## src/rtl/pong_vga_render_if.sv

```systemverilog
// Game-state inputs and VGA pixel/sync outputs of the Pong renderer.
interface pong_vga_render_if;
  logic [9:0] ballx;
  logic [9:0] bally;
  logic [9:0] l_pos;
  logic [9:0] r_pos;
  logic       hsync;
  logic       vsync;
  logic [2:0] red;
  logic [2:0] green;
  logic [1:0] blue;
  logic       frame_tick;

  modport master (
    output ballx, bally, l_pos, r_pos,
    input  hsync, vsync, red, green, blue, frame_tick
  );

  modport slave (
    input  ballx, bally, l_pos, r_pos,
    output hsync, vsync, red, green, blue, frame_tick
  );
endinterface

```

## src/rtl/pong_vga_render.sv

```systemverilog
// VGA timing generator and Pong sprite renderer: ball, two paddles and walls,
// drawn from per-frame snapshots of the game state.
module pong_vga_render #(
  parameter int unsigned HBP       = 144,
  parameter int unsigned HFP       = 784,
  parameter int unsigned VBP       = 31,
  parameter int unsigned VFP       = 511,
  parameter int unsigned HPIXELS   = 800,
  parameter int unsigned VLINES    = 521,
  parameter int unsigned HPULSE    = 96,
  parameter int unsigned VPULSE    = 2,
  parameter int unsigned BALL_SIZE = 8,
  parameter int unsigned PADDLE_W  = 10,
  parameter int unsigned PADDLE_H  = 100,
  parameter int unsigned WALL_T    = 4
) (
  input logic               clk,
  input logic               rst_n,
  pong_vga_render_if.slave  bus
);

  localparam int unsigned CW = 10;
  localparam int unsigned SW = 11;

  logic [CW-1:0] hc, vc;
  logic [CW-1:0] sx, sy, sl, sr;
  logic          hs, vs, tick;
  logic [7:0]    rgb;

  logic          h_last_c, v_last_c, snap_c;
  logic [SW-1:0] hx_c, vx_c, bx_c, by_c, lx_c, rx_c;
  logic          active_c, ball_c, lpad_c, rpad_c, wall_c;
  logic [7:0]    rgb_c;

  assign h_last_c = (hc == CW'(HPIXELS - 1));
  assign v_last_c = (vc == CW'(VLINES - 1));
  assign snap_c   = (vc == CW'(VFP)) && (hc == '0);

  // Pixel/line counters
  always_ff @(posedge clk or negedge rst_n) begin
    if (!rst_n) begin
      hc <= '0;
      vc <= '0;
    end else if (h_last_c) begin
      hc <= '0;
      vc <= v_last_c ? '0 : vc + CW'(1);
    end else begin
      hc <= hc + CW'(1);
    end
  end

  // One extra bit so sprite extents never wrap back into the visible area
  assign hx_c = SW'(hc);
  assign vx_c = SW'(vc);
  assign bx_c = SW'(sx);
  assign by_c = SW'(sy);
  assign lx_c = SW'(sl);
  assign rx_c = SW'(sr);

  assign active_c = (hx_c >= SW'(HBP)) && (hx_c < SW'(HFP)) &&
                    (vx_c >= SW'(VBP)) && (vx_c < SW'(VFP));
  assign ball_c   = (hx_c >= bx_c) && (hx_c < bx_c + SW'(BALL_SIZE)) &&
                    (vx_c >= by_c) && (vx_c < by_c + SW'(BALL_SIZE));
  assign lpad_c   = (hx_c >= SW'(HBP + 75 - PADDLE_W)) && (hx_c < SW'(HBP + 75)) &&
                    (vx_c >= lx_c) && (vx_c < lx_c + SW'(PADDLE_H));
  assign rpad_c   = (hx_c >= SW'(HBP + 585)) && (hx_c < SW'(HBP + 585 + PADDLE_W)) &&
                    (vx_c >= rx_c) && (vx_c < rx_c + SW'(PADDLE_H));
  assign wall_c   = ((vx_c >= SW'(VBP + 55 - WALL_T)) && (vx_c < SW'(VBP + 55))) ||
                    ((vx_c >= SW'(VBP + 425)) && (vx_c < SW'(VBP + 425 + WALL_T)));

  // Colour select, ball over paddles over walls
  always_comb begin
    rgb_c = 8'h00;
    if (active_c) begin
      if (ball_c)                rgb_c = 8'hFF;
      else if (lpad_c)           rgb_c = 8'h1C;
      else if (rpad_c)           rgb_c = 8'h03;
      else if (wall_c)           rgb_c = 8'hE0;
    end
  end

  // Output registers and game-state snapshots
  always_ff @(posedge clk or negedge rst_n) begin
    if (!rst_n) begin
      hs   <= 1'b1;
      vs   <= 1'b1;
      rgb  <= 8'h00;
      tick <= 1'b0;
      sx   <= CW'(HBP + 320);
      sy   <= CW'(VBP + 240);
      sl   <= CW'(VBP + 190);
      sr   <= CW'(VBP + 190);
    end else begin
      hs   <= (hc >= CW'(HPULSE));
      vs   <= (vc >= CW'(VPULSE));
      rgb  <= rgb_c;
      tick <= snap_c;
      if (snap_c) begin
        sx <= bus.ballx;
        sy <= bus.bally;
        sl <= bus.l_pos;
        sr <= bus.r_pos;
      end
    end
  end

  assign bus.hsync      = hs;
  assign bus.vsync      = vs;
  assign bus.red        = rgb[7:5];
  assign bus.green      = rgb[4:2];
  assign bus.blue       = rgb[1:0];
  assign bus.frame_tick = tick;

endmodule
```

## src/flat_wrapper.sv

```systemverilog
// flat-port wrapper written by rule: the top's interface ports become plain ports
module pong_vga_render_flat 
#(
  parameter int unsigned HBP       = 144,
  parameter int unsigned HFP       = 784,
  parameter int unsigned VBP       = 31,
  parameter int unsigned VFP       = 511,
  parameter int unsigned HPIXELS   = 800,
  parameter int unsigned VLINES    = 521,
  parameter int unsigned HPULSE    = 96,
  parameter int unsigned VPULSE    = 2,
  parameter int unsigned BALL_SIZE = 8,
  parameter int unsigned PADDLE_W  = 10,
  parameter int unsigned PADDLE_H  = 100,
  parameter int unsigned WALL_T    = 4
)
  (clk, rst_n, bus_ballx, bus_bally, bus_l_pos, bus_r_pos, bus_hsync, bus_vsync, bus_red, bus_green, bus_blue, bus_frame_tick);
  pong_vga_render_if bus_i ();
  input logic clk;
  input logic rst_n;
  input wire logic [$bits(bus_i.ballx)-1:0] bus_ballx;
  input wire logic [$bits(bus_i.bally)-1:0] bus_bally;
  input wire logic [$bits(bus_i.l_pos)-1:0] bus_l_pos;
  input wire logic [$bits(bus_i.r_pos)-1:0] bus_r_pos;
  output wire logic [$bits(bus_i.hsync)-1:0] bus_hsync;
  output wire logic [$bits(bus_i.vsync)-1:0] bus_vsync;
  output wire logic [$bits(bus_i.red)-1:0] bus_red;
  output wire logic [$bits(bus_i.green)-1:0] bus_green;
  output wire logic [$bits(bus_i.blue)-1:0] bus_blue;
  output wire logic [$bits(bus_i.frame_tick)-1:0] bus_frame_tick;
  assign bus_i.ballx = bus_ballx;
  assign bus_i.bally = bus_bally;
  assign bus_i.l_pos = bus_l_pos;
  assign bus_i.r_pos = bus_r_pos;
  assign bus_hsync = bus_i.hsync;
  assign bus_vsync = bus_i.vsync;
  assign bus_red = bus_i.red;
  assign bus_green = bus_i.green;
  assign bus_blue = bus_i.blue;
  assign bus_frame_tick = bus_i.frame_tick;
  pong_vga_render #(.HBP(HBP), .HFP(HFP), .VBP(VBP), .VFP(VFP), .HPIXELS(HPIXELS), .VLINES(VLINES), .HPULSE(HPULSE), .VPULSE(VPULSE), .BALL_SIZE(BALL_SIZE), .PADDLE_W(PADDLE_W), .PADDLE_H(PADDLE_H), .WALL_T(WALL_T)) u_core (.clk(clk), .rst_n(rst_n), .bus(bus_i));
endmodule
```

## config.mk

```make
export PLATFORM = sky130hd
export DESIGN_NAME = pong_vga_render_flat
export DESIGN_NICKNAME = d
export VERILOG_FILES = /design/src/rtl/pong_vga_render_if.sv /design/src/rtl/pong_vga_render.sv /design/src/flat_wrapper.sv
export SDC_FILE = /design/constraint.sdc
export NUM_CORES = 1
export LEC_CHECK = 0
export ABC_AREA = 1
export CORE_MARGIN = 2
export CORE_UTILIZATION = 59
export CTS_CLUSTER_SIZE = 10
export DETAILED_ROUTE_END_ITERATION = 10
export GPL_TIMING_DRIVEN = 0
export PLACE_DENSITY_LB_ADDON = 0.2
export SYNTH_ARGS = -nofsm -noshare
export SYNTH_HDL_FRONTEND = slang
export SYNTH_SLANG_ARGS = --single-unit
```

## constraint.sdc

```tcl
create_clock -name clk -period 2.6 [get_ports clk]
set_clock_uncertainty 0.2 [all_clocks]
set_input_delay 0.26 -clock clk [delete_from_list [all_inputs] [get_ports clk]]
set_output_delay 0.26 -clock clk [all_outputs]
set_load 0.01 [all_outputs]
```

# After elaboration in Yosys (flattened, before gate mapping)
# Index checks and enable logic that the tools add are counted.
dict set report totals {
  register_bits 71
  latch_bits 0
  mem_bits_rw 0
  romBits 0
  wordCells 65
  n_memories 0
}
dict set report classes {
  add_sub_neg 6
  mul 0
  n_div 0
  order_cmp 22
  eq_ne 3
  shifts 0
  mux 7
  bitwise_logic 0
  reduce_logical 17
}
# cell count
set ops {}
lappend ops {{$lt A10 B11 Y1} 4}
lappend ops {{$ge A10 B10 Y1} 4}
lappend ops {{$mux W8} 5}
lappend ops {{$add A10 B4 Y11 const B} 2}
lappend ops {{$add A10 B7 Y11 const B} 2}
lappend ops {{$add A10 B1 Y10 const B} 2}
lappend ops {{$eq A10 B10 Y1 const B} 2}
lappend ops {{$ge A10 B7 Y1 const B} 2}
lappend ops {{$ge A10 B8 Y1 const B} 2}
lappend ops {{$lt A10 B10 Y1 const B} 2}
lappend ops {{$lt A10 B9 Y1 const B} 2}
lappend ops {{$mux W10} 2}
lappend ops {{$logic_and A1 B1 Y1} 15}
lappend ops {{$eq A10 B9 Y1 const B} 1}
lappend ops {{$ge A10 B10 Y1 const B} 1}
lappend ops {{$ge A10 B2 Y1 const B} 1}
lappend ops {{$ge A10 B5 Y1 const B} 1}
lappend ops {{$ge A10 B9 Y1 const B} 1}
lappend ops {{$logic_not A10 Y1} 1}
lappend ops {{$lt A10 B7 Y1 const B} 1}
lappend ops {{$lt A10 B8 Y1 const B} 1}
lappend ops {{$logic_or A1 B1 Y1} 1}

# Depth between registers and ports, before layout
# Gate-level depths: netlist (run 1).
dict set report depth {
  ltp_word 8
  ltp_mapped 15
}

# Least setup slack after synthesis (run 1)
# OpenSTA, ideal clock, no wires.
dict set report synth_timing {
  kind {register -> register}
  from {register u_core.sl[2]}
  to {register u_core.rgb[6]}
  setup_time_ns 0.132
  t_arrival_ns 1.933
  required_time_ns 2.268
  path_slack_ns 0.335
  stages_incl_launch_ff 14
  synth_period_minus_slack_ns 2.265
  cell_sequence {dfstp_2 -> ha_1 -> nand2_1 -> nand2_1 -> o21ai_0 -> xor2_1 -> ha_1 -> a21o_1 -> nand4_1 -> nand2_1 -> nor2_1 -> nand3_1 -> nand3_1 -> a21oi_1}
}
dict set report synth_via {
  elab_chain_cells 6
  elab_cells_between_ends 8
  classes_between {add/sub (1); order compare (2); mux (3); reduce/logical (2)}
}
# element line_no
set synth_rtl {}
lappend synth_rtl {{from (decl)} pong_vga_render.sv:26} ;# logic [CW-1:0] sx, sy, sl, sr;
lappend synth_rtl {{from (signal assigned)} pong_vga_render.sv:91} ;# sl <= CW'(VBP + 190);
lappend synth_rtl {{from (signal assigned)} pong_vga_render.sv:101} ;# sl <= bus.l_pos;
lappend synth_rtl {{$add A10 B7 Y11 or $ge A10 B10 Y1 (tied branches)} pong_vga_render.sv:65} ;# (vx_c >= lx_c) && (vx_c < lx_c + SW'(PADDLE_H));
lappend synth_rtl {{$lt A10 B11 Y1 or $logic_and A1 B1 Y1 (tied branches)} {pong_vga_render.sv:65, pong_vga_render.sv:64}}
lappend synth_rtl {{$logic_and A1 B1 Y1 *} pong_vga_render.sv:65}
lappend synth_rtl {{$mux W8 *} pong_vga_render.sv:76} ;# else if (lpad_c) rgb_c = 8'h1C;
lappend synth_rtl {{$mux W8 *} pong_vga_render.sv:75} ;# if (ball_c) rgb_c = 8'hFF;
lappend synth_rtl {{$mux W8 *} pong_vga_render.sv:74} ;# if (active_c) begin
lappend synth_rtl {{to (signal assigned)} pong_vga_render.sv:96} ;# rgb <= rgb_c;
lappend synth_rtl {{to (decl)} pong_vga_render.sv:28} ;# logic [7:0] rgb;
# Mark *: on every way between the ends. The rest lies on a longest branch, timed or not.
# A chain may end at the register's enable or synchronous reset.

# Final worst setup path (run 1)
dict set report layout_timing {
  from {register u_core.sx[4]}
  to {register u_core.rgb[1]}
}
dict set report layout_via {
  elab_chain_cells 7
  elab_cells_between_ends 8
  classes_between {add/sub (1); order compare (2); mux (2); reduce/logical (3)}
}
# element line_no
set layout_rtl {}
lappend layout_rtl {{from (decl)} pong_vga_render.sv:26}
lappend layout_rtl {{from (signal assigned)} pong_vga_render.sv:89} ;# sx <= CW'(HBP + 320);
lappend layout_rtl {{from (signal assigned)} pong_vga_render.sv:99} ;# sx <= bus.ballx;
lappend layout_rtl {{$add A10 B4 Y11} pong_vga_render.sv:62} ;# assign ball_c = (hx_c >= bx_c) && (hx_c < bx_c + SW'(BALL_SIZE)) &&
lappend layout_rtl {{$lt A10 B11 Y1} pong_vga_render.sv:62}
lappend layout_rtl {{$logic_and A1 B1 Y1 * (2 in a row)} pong_vga_render.sv:62}
lappend layout_rtl {{$logic_and A1 B1 Y1 *} pong_vga_render.sv:63} ;# (vx_c >= by_c) && (vx_c < by_c + SW'(BALL_SIZE));
lappend layout_rtl {{$mux W8 *} pong_vga_render.sv:75}
lappend layout_rtl {{$mux W8 *} pong_vga_render.sv:74}
# Marks and branches as above.

==> flow_metrics.py, run 1 <==
metrics = {
    "status": {
        "outcome": "finished, violations left",
        "violations": "setup timing",
    },
    "placed_design": {
        "dpl-instance-area_um2": 6170,
        "place_inst": 850,
        "hpwl_um": 10000,
        "routabilityCongestion": 0.906,
        "portBuffers": 52,
    },
    "sta": {
        "hold_ws_ns": 0.221,
        "setup_tns_ns": -0.0476,
        "maxSlewHeadroom_pct": 43.4,
        "rsz0062_at_grt": "true",
        "finalCritPeriodShare_pct": 102,
        "setup_viol": 2,
        "fmax_mhz": 378,
        "tightest_slew_ns": 0.849,
        "period_needed_ns": 2.65,
        "maxSlewViolCount": 0,
        "timing_hold_violations_final": 0,
        "fin_ws_ns": -0.0458,
    },
    "final_layout": {
        "areaGrowthSynthToFinish_pct": 18.3,
        "postLayoutCellArea_um2": 6520,
        "instances_no_fill": 870,
        "diodes": 0,
        "fillers": 736,
        "final_nets": 877,
        "drive_gt1_share_pct": 19.1,
    },
    "power": {
        "leakagePower_uw": 0.00346,
        "ir_drop_mv": 0.217,
        "total_power_uw": 2100,
        "power_density_nw_per_um2": 322,
    },
    "floorplan": {
        "die_h_um": 101,
        "die_width_um": 101,
        "std_cell_rows": 35,
        "initial_core_util_pct": 60.2,
        "core_um2": 9150,
        "dieArea_um2": 10100,
        "ios": 53,
    },
    "setup_path": {
        "slowest_delay_ns": 0.58,
        "end_kind": "flop",
        "cp-start-kind": "flop",
        "critical_path_class": "reg -> reg",
        "arrival_ns": 2.72,
        "cp.required_ns": 2.68,
        "cp_common_cell": "nand2_2",
        "critPathMaxFanout": 3,
        "crit_family": "simple AND/OR/NAND/NOR gates",
        "path_cells": "nand2_2 > nor2_4 > nand3_2 > xor2_1 > ha_1 > a21oi_1 > nand3b_1 > nand2_2 > nor2_2 > nand3_2 > nor2_2 > nand2_2 > a21oi_1",
        "slowest_stage": "dfstp_2",
        "path_buf_inv": 0,
    },
    "global_routing": {
        "grt_max_degree": 67,
        "overflow": 0,
        "grt_pass1_vias": 4834,
        "grt_pass1_wl_um": 22300,
        "antenna_found_initial": 0,
        "grt_use_total_pct": 27.9,
    },
    "drt": {
        "drtAntennaViolNets": 0,
        "wire_per_inst_um": 15.5,
        "first_pass_iters": 5,
        "via_per_inst": 5.60,
        "drt-initial-drc-count": 309,
        "post-route-drc-count": 0,
        "vias": 4870,
        "wl_um": 13400,
    },
    "yosys": {
        "synth_area_um2": 5510,
        "synth_area_per_cell_um2": 8.03,
        "synth_seq_cells": 66,
        "synth_common_cells": "nand2_1 (125), inv_1 (96), ha_1 (81)",
        "synth_top_area_share_pct": 19.5,
        "synth_most_common_cell": "nand2_1",
        "synthCells": 687,
        "synthArstFlopShare_pct": 100,
        "seq_area_frac_synth_pct": 30.5,
        "ys.flop_type": "dfrtp_1",
        "synth-edff-count": 0,
        "yosys.area.top_type": "dfrtp_1",
        "ys_warn_count": 0,
        "synthTopCellsByArea": "dfrtp_1 (20%), ha_1 (18%), dfstp_2 (11%)",
        "synth.distinct_cells": 41,
        "synth_nets": 810,
    },
    "cts": {
        "cts.sinks": 66,
        "cts.clk_slew.worst_paths_ns": 0.08,
        "cts_tree": "built",
        "cts_htree_levels": 3,
        "clock_latency_ns": 0.36,
        "root_buffer": "clkbuf_8",
        "max-clock-path-buffers": 2,
        "cts_buffers": 9,
    },
    "job": {
        "cap_violations": 0,
    },
    "worst_hold_path": {
        "worstHoldPathType": "in -> reg",
    },
}
## final cells by class
cell class / instances / area [um2] / area share, %
buffer: 13 / 138 / 2.11
clock buffer: 11 / 141 / 2.17
clock inverter: 5 / 77.6 / 1.19
inverter: 103 / 388 / 5.95
multi-input combinational: 505 / 3410 / 52.2
sequential: 66 / 1680 / 25.8
tap: 111 / 139 / 2.13
timing repair buffer: 56 / 554 / 8.50
## per-stage QoR
step | worst slack [ns] | utilization, %
detailed placement | -0.0500 | 67.4
global route | -0.0893 | 71.3
finish | -0.0458 | 71.3
global placement | -1.14 | 67.5
floorplan | 0.335 | -
CTS | 0.00162 | 70.0
## registers in the layout, summed over array words and instances, names as in the netlist
name                   count
u_core.bus.frame_tick      1
u_core.vc                 10
u_core.rgb                 3
u_core.bus.vsync           1
u_core.bus.hsync           1
u_core.sl                 10
u_core.sr                 10
u_core.sx                 10
u_core.hc                 10
u_core.sy                 10
## power breakdown
group | total, uW | switching [uW] | internal, uW
Combinational | 86.8 | 32.5 | 54.2
Sequential | 1030 | 0 | 1030
Clock | 988 | 425 | 563
## final timing paths
check | slack [ns] | to | from | cells past startpoint
hold reg to reg | 0.30 | u_core.sr[0]$_DFFE_PN1P_ | u_core.sr[0]$_DFFE_PN1P_ | 2
setup reg to reg | -0.05 | u_core.rgb[1]$_DFF_PN0_ | u_core.sx[4]$_DFFE_PN1P_ | 13
setup / recovery | -0.05 | u_core.rgb[1]$_DFF_PN0_ | u_core.sx[4]$_DFFE_PN1P_ | 13
max in group asynchronous | 1.29 | u_core.sl[1]$_DFFE_PN0P_ | rst_n | 2
min in group asynchronous | 0.34 | u_core.bus.frame_tick$_DFF_PN0_ | rst_n | 2
hold / removal | 0.22 | u_core.sr[2]$_DFFE_PN1P_ | bus_r_pos[2] | 3
## worst reg2reg max path, stage by stage (launching register included)
cell	delay (ns)
dfstp_2	0.58
nand2_2	0.09
nor2_4	0.16
nand3_2	0.08
xor2_1	0.18
ha_1	0.32
a21oi_1	0.12
nand3b_1	0.15
nand2_2	0.07
nor2_2	0.10
nand3_2	0.13
nor2_2	0.14
nand2_2	0.09
a21oi_1	0.16
## timing repair
action                     CTS  global route
hold endpoints to repair    43             0
resized for setup            2            25
cloned                       0             0
setup endpoints to repair    3             3
buffers inserted             0             3
pin swaps                    0            14
hold buffers                 1             0
## metal layers
layer | GRT usage [%] | wire, um
met1 | 35.0 | 5700
met2 | 47.4 | 6730
met3 | 4.02 | 642
met4 | 12.9 | 364
met5 | 0 | 0
## cells in the final DEF, fill, tap and decap left out, types with 5 or more instances in the layout
cell,instances
inv_1,96
dfrtp_1,43
inv_2,6
nor2_2,7
nand2_4,5
dfstp_2,23
nand3_2,5
buf_4,8
o21ai_0,28
nand3_1,36
ha_1,78
nand2_2,32
o21ai_2,19
nor3_1,16
nand4_1,10
nand2_1,119
clkdlybuf4s50_1,51
clkbuf_8,10
nor2_1,47
nand3b_1,7
xor2_1,21
a21oi_1,29
## cell families after synthesis
family          after synthesis  synth area share [%]
fa+ha+maj                    81                  18.4
compound gates               98                  11.0
xor+xnor                     26                  4.13
buf+inv                     116                  9.53
simple gates                300                  26.5
flops                        66                  30.5
Note: power is estimated with default switching activity, not from simulation.
==> run 2: changes to the inputs <==
CORE_MARGIN = 5   (was 2)
RECOVER_POWER = 25   (was not set)
==> flow_metrics.py, run 2 (same netlist as run 1, synthesis figures left out) <==
metrics = {
    "floorplan": {
        "die_h_um": 107,
        "core_um2": 9200,
        "std_cell_rows": 35,
        "initial_core_util_pct": 60.0,
        "die_width_um": 107,
        "ios": 53,
        "dieArea_um2": 11400,
    },
    "worst_hold_path": {
        "worstHoldPathType": "in -> reg",
    },
    "setup_path": {
        "path_buf_inv": 0,
        "worstReg2RegEnd": "u_core.rgb[1]$_DFF_PN0_",
        "reg2reg_depth": 13,
        "worstSetupStartpoint": "u_core.sx[4]$_DFFE_PN1P_",
        "ff2ff_setup_slack_ns": 0.05,
        "arrival_ns": 2.64,
        "worst-path-stages": 13,
        "endpoint": "u_core.rgb[1]$_DFF_PN0_",
        "cp-start-kind": "flop",
        "critPathMaxFanout": 3,
        "path_cells": "nand2_1 > nor2_4 > nand3_1 > xor2_1 > ha_1 > a21oi_2 > nand3b_1 > nand2_1 > nor2_2 > nand3_2 > nor2_2 > nand2_2 > a21oi_2",
        "cp.required_ns": 2.69,
        "end_kind": "flop",
        "slowest_stage": "dfstp_2",
        "crit_family": "simple AND/OR/NAND/NOR gates",
        "critical_path_class": "reg -> reg",
        "slowest_delay_ns": 0.57,
        "crit-reg2reg-launch": "u_core.sx[4]$_DFFE_PN1P_",
    },
    "sta": {
        "fmax_mhz": 393,
        "timing_hold_violations_final": 0,
        "setup_tns_ns": 0,
        "tightest_slew_ns": 1.65,
        "period_needed_ns": 2.55,
        "setup_viol": 0,
        "rsz0062_at_grt": "true",
        "finalCritPeriodShare_pct": 98.0,
        "maxSlewHeadroom_pct": -9.76,
        "maxSlewViolCount": 67,
    },
    "final_layout": {
        "diodes": 0,
        "postLayoutCellArea_um2": 6470,
        "final_common_cell": "nand2_1",
        "final_nets": 877,
        "instances_no_fill": 870,
        "drive_gt1_share_pct": 18.3,
        "final_cell_mix": "nand2_1 (122), inv_1 (96), ha_1 (79)",
        "areaGrowthSynthToFinish_pct": 17.4,
    },
    "drt": {
        "vias": 4827,
        "post-route-drc-count": 0,
        "drt-initial-drc-count": 295,
        "via_per_inst": 5.55,
        "drtAntennaViolNets": 0,
        "first_pass_iters": 7,
        "wire_per_inst_um": 15.1,
        "wl_um": 13100,
    },
    "power": {
        "power_density_nw_per_um2": 311,
        "leakagePower_uw": 0.00344,
        "ir_drop_mv": 0.324,
    },
    "global_routing": {
        "use_met2_pct": 42.2,
        "overflow": 0,
        "met3_usage_pct": 4.27,
        "grt_max_degree": 67,
        "grt_busiest_layer": "met2",
        "grt_pass1_wl_um": 22500,
        "met1_usage_pct": 30.5,
        "antenna_found_initial": 0,
        "grt_use_total_pct": 24.4,
        "grt_pass1_vias": 4901,
    },
    "placed_design": {
        "hpwl_um": 9860,
        "place_inst": 850,
        "portBuffers": 52,
        "dpl-instance-area_um2": 6170,
        "routabilityCongestion": 0.894,
    },
    "status": {
        "outcome": "finished, violations left",
        "violations": "capacitance limit, slew limit",
    },
    "cts": {
        "clock_latency_ns": 0.36,
        "max-clock-path-buffers": 2,
        "cts.clk_slew.worst_paths_ns": 0.08,
        "root_buffer": "clkbuf_8",
        "cts_tree": "built",
        "cts_buffers": 9,
        "cts.sinks": 66,
        "cts_htree_levels": 3,
    },
    "job": {
        "cap_violations": 1,
    },
}
## run 2: cell types whose count changed in the layout (fill, tap and decap cells not counted), sizes merged
cell / before / now
bufinv: 2 / 1
clkbuf: 11 / 13
buf: 17 / 16
## run 2: through the flow
stage	total power [uW]	hold slack [ns]	setup WS [ns]	util [%]
global placement	1130	0.290	-1.19	67.1
detailed placement	1130	0.226	-0.0109	67.1
global route	2080	0.219	-0.0950	70.4
CTS	2040	0.214	0.0215	69.4
finish	2010	0.220	0.0529	70.4
floorplan	1050	-0.236	0.335	-
## run 2: routing by layer
layer  up-vias  share of wire (%)
met1      2287                 43
li1       2384                  -
met2       127                 50
met3        29                4.5
met5         -                  0
met4         0                2.3
## run 2: final cells by class
type | count | area [um2]
Sequential cell | 66 | 1680
Fill cell | 755 | 2720
Clock inverter | 4 | 51.3
Clock buffer | 12 | 145
Inverter | 103 | 388
Timing Repair Buffer | 56 | 548
Multi-Input combinational cell | 505 | 3390
Tap cell | 111 | 139
Buffer | 13 | 138
## run 2: timing repair
action,CTS,global route
setup buffers,0,3
hold buffers,1,0
resized for setup,1,19
pin swaps,0,13
setup endpoints to repair,3,3
cloned,0,0
endpoints found under the hold margin,43,0
## run 2: worst min-delay path by stage
stage / startpoint / end / slack, ns / depth (start not counted)
2_1_floorplan: rst_n / u_core.bus.frame_tick$_DFF_PN0_ / -0.24 / 0
3_3_place_gp: u_core.sr[0]$_DFFE_PN1P_ / u_core.sr[0]$_DFFE_PN1P_ / 0.29 / 2
3_5_place_dp: rst_n / u_core.sr[5]$_DFFE_PN0P_ / 0.23 / 1
4_1_cts: bus_r_pos[7] / u_core.sr[7]$_DFFE_PN1P_ / 0.21 / 3
5_1_grt: bus_r_pos[7] / u_core.sr[7]$_DFFE_PN1P_ / 0.22 / 3
6_report: bus_l_pos[2] / u_core.sl[2]$_DFFE_PN1P_ / 0.22 / 3
## run 2: power breakdown
part           internal (uW)  switching, uW
clock                    470            429
combinational           53.7           32.0
sequential              1030              0
## run 2: worst reg2reg max path, cell delays in order (launching register included)
cell and delay, ns:
dfstp_2 0.57, nand2_1 0.10, nor2_4 0.15, nand3_1 0.09, xor2_1 0.16, ha_1 0.31
a21oi_2 0.12, nand3b_1 0.11, nand2_1 0.08, nor2_2 0.10, nand3_2 0.13, nor2_2 0.14
nand2_2 0.09, a21oi_2 0.15
==> run 3: changes to the inputs <==
SKIP_LAST_GASP = 1   (was not set)
==> flow_metrics.py, run 3 (same netlist as run 1, synthesis figures left out) <==
metrics = {
    "worst_hold_path": {
        "min_from": "bus_l_pos[2]",
        "worstHoldPathType": "in -> reg",
    },
    "floorplan": {
        "ios": 53,
        "core_um2": 9200,
        "die_width_um": 107,
        "die_h_um": 107,
        "std_cell_rows": 35,
        "initial_core_util_pct": 60.0,
        "dieArea_um2": 11400,
    },
    "setup_path": {
        "critPathMaxFanout": 3,
        "cp-start-kind": "flop",
        "critical_path_class": "reg -> reg",
        "worstSetupStartpoint": "u_core.sx[4]$_DFFE_PN1P_",
        "endpoint": "u_core.rgb[1]$_DFF_PN0_",
        "arrival_ns": 2.64,
        "worstReg2RegEnd": "u_core.rgb[1]$_DFF_PN0_",
        "crit-reg2reg-launch": "u_core.sx[4]$_DFFE_PN1P_",
        "end_kind": "flop",
        "ff2ff_setup_slack_ns": 0.06,
        "cp.required_ns": 2.69,
        "reg2reg_depth": 13,
    },
    "final_layout": {
        "final_common_cell": "nand2_1",
        "final_cell_mix": "nand2_1 (122), inv_1 (96), ha_1 (80)",
        "fillers": 756,
        "drive_gt1_share_pct": 18.2,
        "areaGrowthSynthToFinish_pct": 17.4,
        "final_nets": 877,
        "diodes": 0,
    },
    "sta": {
        "hold_ws_ns": 0.220,
        "tightest_slew_ns": 1.64,
        "setup_tns_ns": 0,
        "finalCritPeriodShare_pct": 97.9,
        "fmax_mhz": 393,
        "timing_hold_violations_final": 0,
        "setup_viol": 0,
        "rsz0062_at_grt": "true",
        "maxSlewViolCount": 67,
        "maxSlewHeadroom_pct": -9.33,
        "period_needed_ns": 2.54,
    },
    "global_routing": {
        "grt_pass1_wl_um": 22500,
        "antenna_found_initial": 0,
        "grt_max_degree": 67,
        "overflow": 0,
        "grt_pass1_vias": 4901,
        "grt_use_total_pct": 24.4,
    },
    "power": {
        "p_seq_share_pct": 51.1,
        "p_comb_share_pct": 4.3,
        "switching_power_uw": 461,
        "internal-power_uw": 1550,
        "switching_share_pct": 22.9,
        "ir_drop_mv": 0.323,
        "power_density_nw_per_um2": 311,
        "leakagePower_uw": 0.00344,
        "clkPwrFrac_pct": 44.7,
    },
    "drt": {
        "drtAntennaViolNets": 0,
        "first_pass_iters": 6,
        "vias": 4809,
        "post-route-drc-count": 0,
        "drt-initial-drc-count": 295,
        "via_per_inst": 5.53,
        "wl_um": 13100,
        "wire_per_inst_um": 15.0,
    },
    "placed_design": {
        "hpwl_um": 9860,
        "portBuffers": 52,
        "routabilityCongestion": 0.894,
    },
    "cts": {
        "cts.sinks": 66,
        "cts.clk_slew.worst_paths_ns": 0.08,
        "root_buffer": "clkbuf_8",
        "cts_tree": "built",
        "clock_latency_ns": 0.36,
        "max-clock-path-buffers": 2,
        "cts_buffers": 9,
        "cts_htree_levels": 3,
    },
    "status": {
        "outcome": "finished, violations left",
        "violations": "capacitance limit, slew limit",
    },
    "job": {
        "cap_violations": 1,
    },
}
## run 3: cell counts in the layout (fill, tap and decap cells not counted)
No cell type changed its count.
## run 3: layout make-up
class	count	area (um2)	area share, %
inverters	103	388	5.99
repair buffers	56	548	8.47
plain buffers	13	138	2.13
flip-flops and latches	66	1680	26.0
multi-input cells	505	3380	52.3
well taps	111	139	2.15
clock inverters	4	51.3	0.793
clock buffers	12	145	2.24
## run 3: worst max-delay path, cell delays in order (launching register included)
cell and delay (ns):
dfstp_2 0.57, nand2_1 0.10, nor2_4 0.15, nand3_1 0.09, xor2_1 0.16, ha_1 0.31
a21oi_2 0.12, nand3b_1 0.11, nand2_1 0.08, nor2_2 0.10, nand3_2 0.13, nor2_2 0.14
nand2_2 0.10, a21oi_2 0.14
## run 3: metal layers
metal  track usage, %  vias up  part of all wire, %
met5                0        -                    0
met4             8.77        0                  2.1
met1             30.5     2282                   43
met3             4.27       27                  4.7
li1                 -     2379                    -
met2             42.2      121                   50
## run 3: repair_timing
| item | in CTS | in global routing |
|---|---|---|
| endpoints found under the hold margin | 43 | 0 |
| hold buffers | 1 | 0 |
| setup buffers | 0 | 3 |
| setup endpoints to repair | 3 | 3 |
| pin swaps | 0 | 12 |
| gates resized for setup | 1 | 18 |
## run 3: power groups by stage
stage                     Sequential, uW  Clock (uW)  Combinational, uW
after floorplan                     1050           0             0.0153
after global placement              1050           0               87.1
after detailed placement            1050           0               87.3
after CTS                           1030         923               89.0
after global routing                1030         958               94.1
final                               1030         899               85.7
## run 3: through the flow
stage          worst slack, ns  area (um2)  std cells  util, %  power, uW
2_1_floorplan            0.335        5510        687        -       1050
3_3_place_gp             -1.19        6170        850     67.1       1130
3_5_place_dp           -0.0109        6170        850     67.1       1130
4_1_cts                 0.0215        6380        867     69.4       2040
5_1_grt                 -0.113        6470        870     70.4       2080
6_report                0.0552        6470        870     70.4       2010
## run 3: worst min-delay path by stage
stage	endpoint	slack [ns]	cells past startpoint
after global routing	u_core.sr[7]$_DFFE_PN1P_	0.22	3
final	u_core.sl[2]$_DFFE_PN1P_	0.22	3
after floorplan	u_core.bus.frame_tick$_DFF_PN0_	-0.24	0
after CTS	u_core.sr[7]$_DFFE_PN1P_	0.21	3
after global placement	u_core.sr[0]$_DFFE_PN1P_	0.29	2
after detailed placement	u_core.sr[5]$_DFFE_PN0P_	0.23	1
